File: src/rtl/ram_pkg.sv
// Shared types and helpers for the ram_bank storage block.
package ram_pkg;

  typedef enum logic {
    ST_CLEAR = 1'b0,
    ST_READY = 1'b1
  } state_t;

  // Upper bound on data width accepted by merge_bytes.
  localparam int MAX_DW = 256;
  localparam int MAX_NB = MAX_DW;

  function automatic bit rd_lat_legal(input int lat);
    return (lat == 1) || (lat == 2);
  endfunction

  // Replaces the lanes of old_w selected by be with the matching lanes of new_w.
  function automatic logic [MAX_DW-1:0] merge_bytes(
    input logic [MAX_DW-1:0] old_w,
    input logic [MAX_DW-1:0] new_w,
    input logic [MAX_NB-1:0] be,
    input int                bwidth
  );
    logic [MAX_DW-1:0] res;
    res = old_w;
    for (int i = 0; i < MAX_DW; i++) begin
      if (be[i / bwidth]) res[i] = new_w[i];
    end
    return res;
  endfunction

endpackage

File: src/rtl/ram_rd_pipe.sv
// Read-result delay line: valid/data shifted RD_LAT stages, data forced to zero when not valid.
module ram_rd_pipe #(
  parameter int RD_LAT = 1,
  parameter int DWIDTH = 32
) (
  input  logic              i_clk,
  input  logic              i_rst,
  input  logic              i_valid,
  input  logic [DWIDTH-1:0] i_data,
  output logic              o_valid,
  output logic [DWIDTH-1:0] o_data
);

  logic [RD_LAT-1:0]             r_vld;
  logic [RD_LAT-1:0][DWIDTH-1:0] r_dat;

  always_ff @(posedge i_clk or posedge i_rst) begin
    if (i_rst) begin
      r_vld <= '0;
      r_dat <= '0;
    end else begin
      r_vld[0] <= i_valid;
      r_dat[0] <= i_valid ? i_data : '0;
      for (int k = 1; k < RD_LAT; k++) begin
        r_vld[k] <= r_vld[k-1];
        r_dat[k] <= r_dat[k-1];
      end
    end
  end

  assign o_valid = r_vld[RD_LAT-1];
  assign o_data  = r_dat[RD_LAT-1];

endmodule

File: src/rtl/ram_bank.sv
// Generic 1W/1R storage bank with byte enables, pipelined read, write-first bypass
// and a sequential clear pass after reset or on request.
//
// state    | meaning
// ST_CLEAR | writing INIT_VAL to one address per cycle; user ports ignored; busy high
// ST_READY | normal operation; user writes/reads accepted; clr starts a new clear
module ram_bank
  import ram_pkg::*;
#(
  parameter int                AWIDTH   = 4,
  parameter int                DWIDTH   = 32,
  parameter int                BWIDTH   = 8,
  parameter int                RD_LAT   = 1,
  parameter logic [DWIDTH-1:0] INIT_VAL = '0
) (
  input  logic                       i_clk,
  input  logic                       i_rst,
  input  logic                       i_clr,
  input  logic                       i_we,
  input  logic [AWIDTH-1:0]          i_waddr,
  input  logic [DWIDTH-1:0]          i_wdata,
  input  logic [(DWIDTH/BWIDTH)-1:0] i_wbe,
  input  logic                       i_re,
  input  logic [AWIDTH-1:0]          i_raddr,
  output logic [DWIDTH-1:0]          o_rdata,
  output logic                       o_rvalid,
  output logic                       o_busy
);

  localparam int NB   = DWIDTH / BWIDTH;
  localparam int SIZE = 2 ** AWIDTH;

  if (!rd_lat_legal(RD_LAT)) begin : g_bad_rd_lat
    $error("ram_bank: RD_LAT must be 1 or 2");
  end
  if ((DWIDTH % BWIDTH) != 0 || DWIDTH > MAX_DW) begin : g_bad_width
    $error("ram_bank: DWIDTH must be a multiple of BWIDTH and at most MAX_DW");
  end

  state_t            r_state;
  state_t            w_state_nxt;
  logic [AWIDTH-1:0] r_cnt;
  logic [AWIDTH-1:0] w_cnt_nxt;
  logic [DWIDTH-1:0] r_mem [SIZE];

  logic              w_mem_we;
  logic [AWIDTH-1:0] w_mem_addr;
  logic [DWIDTH-1:0] w_mem_din;
  logic [DWIDTH-1:0] w_wr_merged;
  logic [DWIDTH-1:0] w_rd_merged;
  logic [DWIDTH-1:0] w_rd_data;
  logic              w_rd_en;
  logic              w_raw_hit;

  assign w_wr_merged = DWIDTH'(merge_bytes(MAX_DW'(r_mem[i_waddr]), MAX_DW'(i_wdata),
                                           MAX_NB'(i_wbe), BWIDTH));
  assign w_rd_merged = DWIDTH'(merge_bytes(MAX_DW'(r_mem[i_raddr]), MAX_DW'(i_wdata),
                                           MAX_NB'(i_wbe), BWIDTH));

  // Write-first: a same-edge write to the read address is visible in the read result.
  assign w_raw_hit = i_we && (i_waddr == i_raddr);
  assign w_rd_data = w_raw_hit ? w_rd_merged : r_mem[i_raddr];

  always_ff @(posedge i_clk or posedge i_rst) begin
    if (i_rst) begin
      r_state <= ST_CLEAR;
      r_cnt   <= '0;
    end else begin
      r_state <= w_state_nxt;
      r_cnt   <= w_cnt_nxt;
    end
  end

  always_comb begin
    w_state_nxt = r_state;
    w_cnt_nxt   = r_cnt;
    w_mem_we    = 1'b0;
    w_mem_addr  = r_cnt;
    w_mem_din   = INIT_VAL;
    w_rd_en     = 1'b0;
    o_busy      = 1'b0;
    case (r_state)
      ST_CLEAR: begin
        o_busy    = 1'b1;
        w_mem_we  = 1'b1;
        w_cnt_nxt = r_cnt + 1'b1;
        if (r_cnt == AWIDTH'(SIZE - 1)) w_state_nxt = ST_READY;
      end
      ST_READY: begin
        w_rd_en = i_re;
        if (i_we) begin
          w_mem_we   = 1'b1;
          w_mem_addr = i_waddr;
          w_mem_din  = w_wr_merged;
        end
        if (i_clr) begin
          w_state_nxt = ST_CLEAR;
          w_cnt_nxt   = '0;
        end
      end
      default: begin
        w_state_nxt = ST_CLEAR;
        w_cnt_nxt   = '0;
      end
    endcase
  end

  always_ff @(posedge i_clk) begin
    if (w_mem_we) r_mem[w_mem_addr] <= w_mem_din;
  end

  ram_rd_pipe #(
    .RD_LAT (RD_LAT),
    .DWIDTH (DWIDTH)
  ) u_rd_pipe (
    .i_clk   (i_clk),
    .i_rst   (i_rst),
    .i_valid (w_rd_en),
    .i_data  (w_rd_data),
    .o_valid (o_rvalid),
    .o_data  (o_rdata)
  );

  logic [NB-1:0] w_unused_nb;
  assign w_unused_nb = i_wbe;

endmodule

File: config.mk
export PLATFORM = sky130hd
export DESIGN_NAME = ram_bank
export DESIGN_NICKNAME = d
export VERILOG_FILES = /design/src/rtl/ram_pkg.sv /design/src/rtl/ram_rd_pipe.sv /design/src/rtl/ram_bank.sv
export SDC_FILE = /design/constraint.sdc
export NUM_CORES = 1
export LEC_CHECK = 0
export ABC_AREA = 1
export BUFFER_PORTS_ARGS = -buffer_cell sky130_fd_sc_hd__buf_4
export CAP_MARGIN = 20
export CORE_UTILIZATION = 35
export DETAILED_ROUTE_END_ITERATION = 10
export PLACE_DENSITY = 0.51
export SLEW_MARGIN = 20
export SYNTH_ARGS = -nofsm -noshare
export SYNTH_HDL_FRONTEND = slang
export SYNTH_SLANG_ARGS = --single-unit
File: constraint.sdc
create_clock -name i_clk -period 2.7 [get_ports i_clk]
set_input_delay 0 -clock i_clk [delete_from_list [all_inputs] [get_ports i_clk]]
set_output_delay 0 -clock i_clk [all_outputs]
set_load 0.01 [all_outputs]
==> metrics.cfg <==
[critical_path]
rr_endpoint = u_rd_pipe.o_data[26]
crit_end = u_rd_pipe.o_data[26]
required_ns = 3.28
crit_type = reg -> reg
crit_start = r_state
cp_max_fo = 17
cp-end-kind = flip-flop
arrival_ns = 3.07
crit_path_start_kind = flip-flop
r2r_cells = 6
r2r_start = r_state
r2r_setup_slack_ns = 0.21

[synthesis]
synth_seq_area_share_pct = 56.60
synth_commonest_cells = 1290 x nand2_1, 691 x nand3_1, 512 x edfxtp_1, 329 x inv_1, 318 x nor2_1
yosysMostFrequentCell = nand2_1
yosysWarnings = 0
synthArstFlopShare_pct = 6.909
syn_area_mm2 = 0.02885
synth-seq-cells = 550
yosys-top-cells-area = edfxtp_1 53%, nand2_1 17%, nand3_1 12%
yosys_most_used_dff = edfxtp_1
yosysTopAreaCellShare_pct = 53.30
synth_edf_count = 512
synth_cell_types = 24
synth_top_area_cell = edfxtp_1
syn_inst = 3531
syn_avg_cell_area_um2 = 8.169
syn-num-nets = 3581

[clock_tree]
path_clk_slew_ns = 0.06
postCtsSetupBuffers = 0
cts_root_buffer = clkbuf_16
cts_resized = 0
cts_made_buffers = 60
cts.sinks = 550
worstSkewPairLatency_ns = 0.65
cts_tree = done
ctsHtreeMaxLevel = 2
max-clock-path-buffers = 3

[placement]
dp_hpwl_mm = 54.22
place.gp.congestion = 0.8099
dp_slack_ns = 0.3865
numPortBuffers = 82
place_area_mm2 = 0.03095

[floorplan]
die_y_um = 289.1
dieArea_mm2 = 0.08357
die_x_um = 289.1
rows = 104
design.core.area_mm2 = 0.08107
ios = 83
start_util_pct = 35.58

[timing]
clock_skew_ns = 0.03704
setup_tns_ns = 0
drv_slew = 0
hold_viol_final = 0
rsz0062_at_grt = no
post-route-period-util_pct = 92.32
hold_slack_ns = 0.03707
max_freq_mhz = 401.2
max-slew-margin-rel_pct = 45.80
setup_viol = 0
worst_pin_slew_ns = 0.8129
worst_slack_ns = 0.2073
fin_crit_ns = 2.493

[run]
cap_violations = 0

[min_path]
hold_class = in -> reg
min-delay-start = i_re

[finish]
final_cell_area_mm2 = 0.03343
drive_gt1_share_pct = 8.427
nFillCells = 8071
area_delta_synth_final_pct = 15.88
nNetsFinal = 3641
n_antenna_cell = 0

[power]
vdd.ir_drop.worst_mv = 0.5227
p_leak_nw = 14.74
power.density_mw_per_mm2 = 811.6
p_total_mw = 27.13

[route]
drc = 0
via_per_inst = 5.191
ant_nets = 0
drtIter0Drc = 2543
drt-pass1-iter-count = 8
routed_wl_mm = 101.9
wl_per_cell_um = 21.66
vias = 24410

[global_route]
grt_pass1_wl_mm = 150.2
grt_pass1_vias = 22970
grt_use_total_pct = 24.30
grt_max_degree = 97
antenna_found_initial = 1
grt-ovfl-total = 0

[outcome]
outcome = finished clean

per-layer routing:
| layer | routed length (µm) | vias to the layer above | global-route usage, % |
|---|---|---|---|
| li1 | - | 11580 | - |
| met1 | 43890 | 11710 | 33.38 |
| met2 | 48140 | 982 | 40.29 |
| met3 | 7350 | 145 | 2.906 |
| met4 | 2491 | 0 | 6.947 |
| met5 | 0 | - | 0 |
layout make-up:
cell class / count / area (µm²) / share of cell area [%]
repair buffers: 225 / 2167 / 6.483
flip-flops and latches: 550 / 16330 / 48.84
inverters: 336 / 1289 / 3.855
clock inverters: 30 / 337.8 / 1.011
well taps: 1060 / 1326 / 3.968
multi-input cells: 2418 / 10320 / 30.87
clock buffers: 84 / 1664 / 4.978
through the flow:
stage,std cells,utilization [%]
2_1_floorplan,3531,-
3_3_place_gp,4542,38.18
3_5_place_dp,4542,38.18
4_1_cts,4703,41.23
5_1_grt,4703,41.23
6_report,4703,41.23
logic make-up after synthesis:
kind of cell,count (synthesis),share of synthesized area [%]
buffers and inverters,563,8.059
AOI/OAI and AO/OA,105,1.848
adders and majority gates,1,0.04337
muxes,1,0.03470
DFF,550,56.60
and+or+nand+nor,2311,33.42
placed cells by master (no fill, tap or decap), drive strengths merged, types with 2 or more instances in the layout:
| cell | Yosys | layout |
|---|---|---|
| o21ai | 98 | 98 |
| or2 | 2 | 2 |
| bufinv | 0 | 7 |
| o211ai | 2 | 2 |
| clkinvlp | 0 | 2 |
| dfrtp | 38 | 38 |
| clkbuf | 80 | 84 |
| a21oi | 4 | 4 |
| nor2 | 319 | 319 |
| nand2 | 1291 | 1291 |
| buf | 147 | 178 |
| dlygate4sd3 | 0 | 47 |
| clkinv | 0 | 23 |
| nand4 | 3 | 3 |
| edfxtp | 512 | 512 |
| inv | 336 | 334 |
| nand3 | 696 | 696 |
worst max-delay path: stages (launching register included):
cell and delay, ns:
dfrtp_1 0.41, nand2_1 0.08, inv_2 0.55, o21ai_1 0.13, dlygate4sd3_1 0.59, nor2_1 0.10
dlygate4sd3_1 0.55
flip-flops by register name, summed over array words and instances (netlist names):
signal / count
r_cnt: 4
u_rd_pipe.o_valid: 1
r_state: 1
r_mem: 512
u_rd_pipe.o_data: 32
worst min-delay path by stage:
stage               cells after the start              endpoint  slack [ns]
global route                            3     u_rd_pipe.o_valid       0.008
detailed placement                      2   u_rd_pipe.o_data[0]        0.16
floorplan                               2  u_rd_pipe.o_data[16]        0.17
CTS                                     3     u_rd_pipe.o_valid       0.005
finish                                  3     u_rd_pipe.o_valid        0.04
global placement                        2   u_rd_pipe.o_data[0]        0.16
timing repair:
action / in CTS / in global routing
hold endpoints to repair: 81 / 0
hold buffers: 47 / 0
endpoints found under the setup margin: 0 / 0
power breakdown:
group | switching (mW) | internal (mW) | leakage (nW)
Sequential | 0.664 | 11.5 | 5.33
Combinational | 4.68 | 1.77 | 8.42
Clock | 3.53 | 4.96 | 0.985
Total | 8.87 | 18.3 | 14.7
Power figures use the tool's default switching activity.
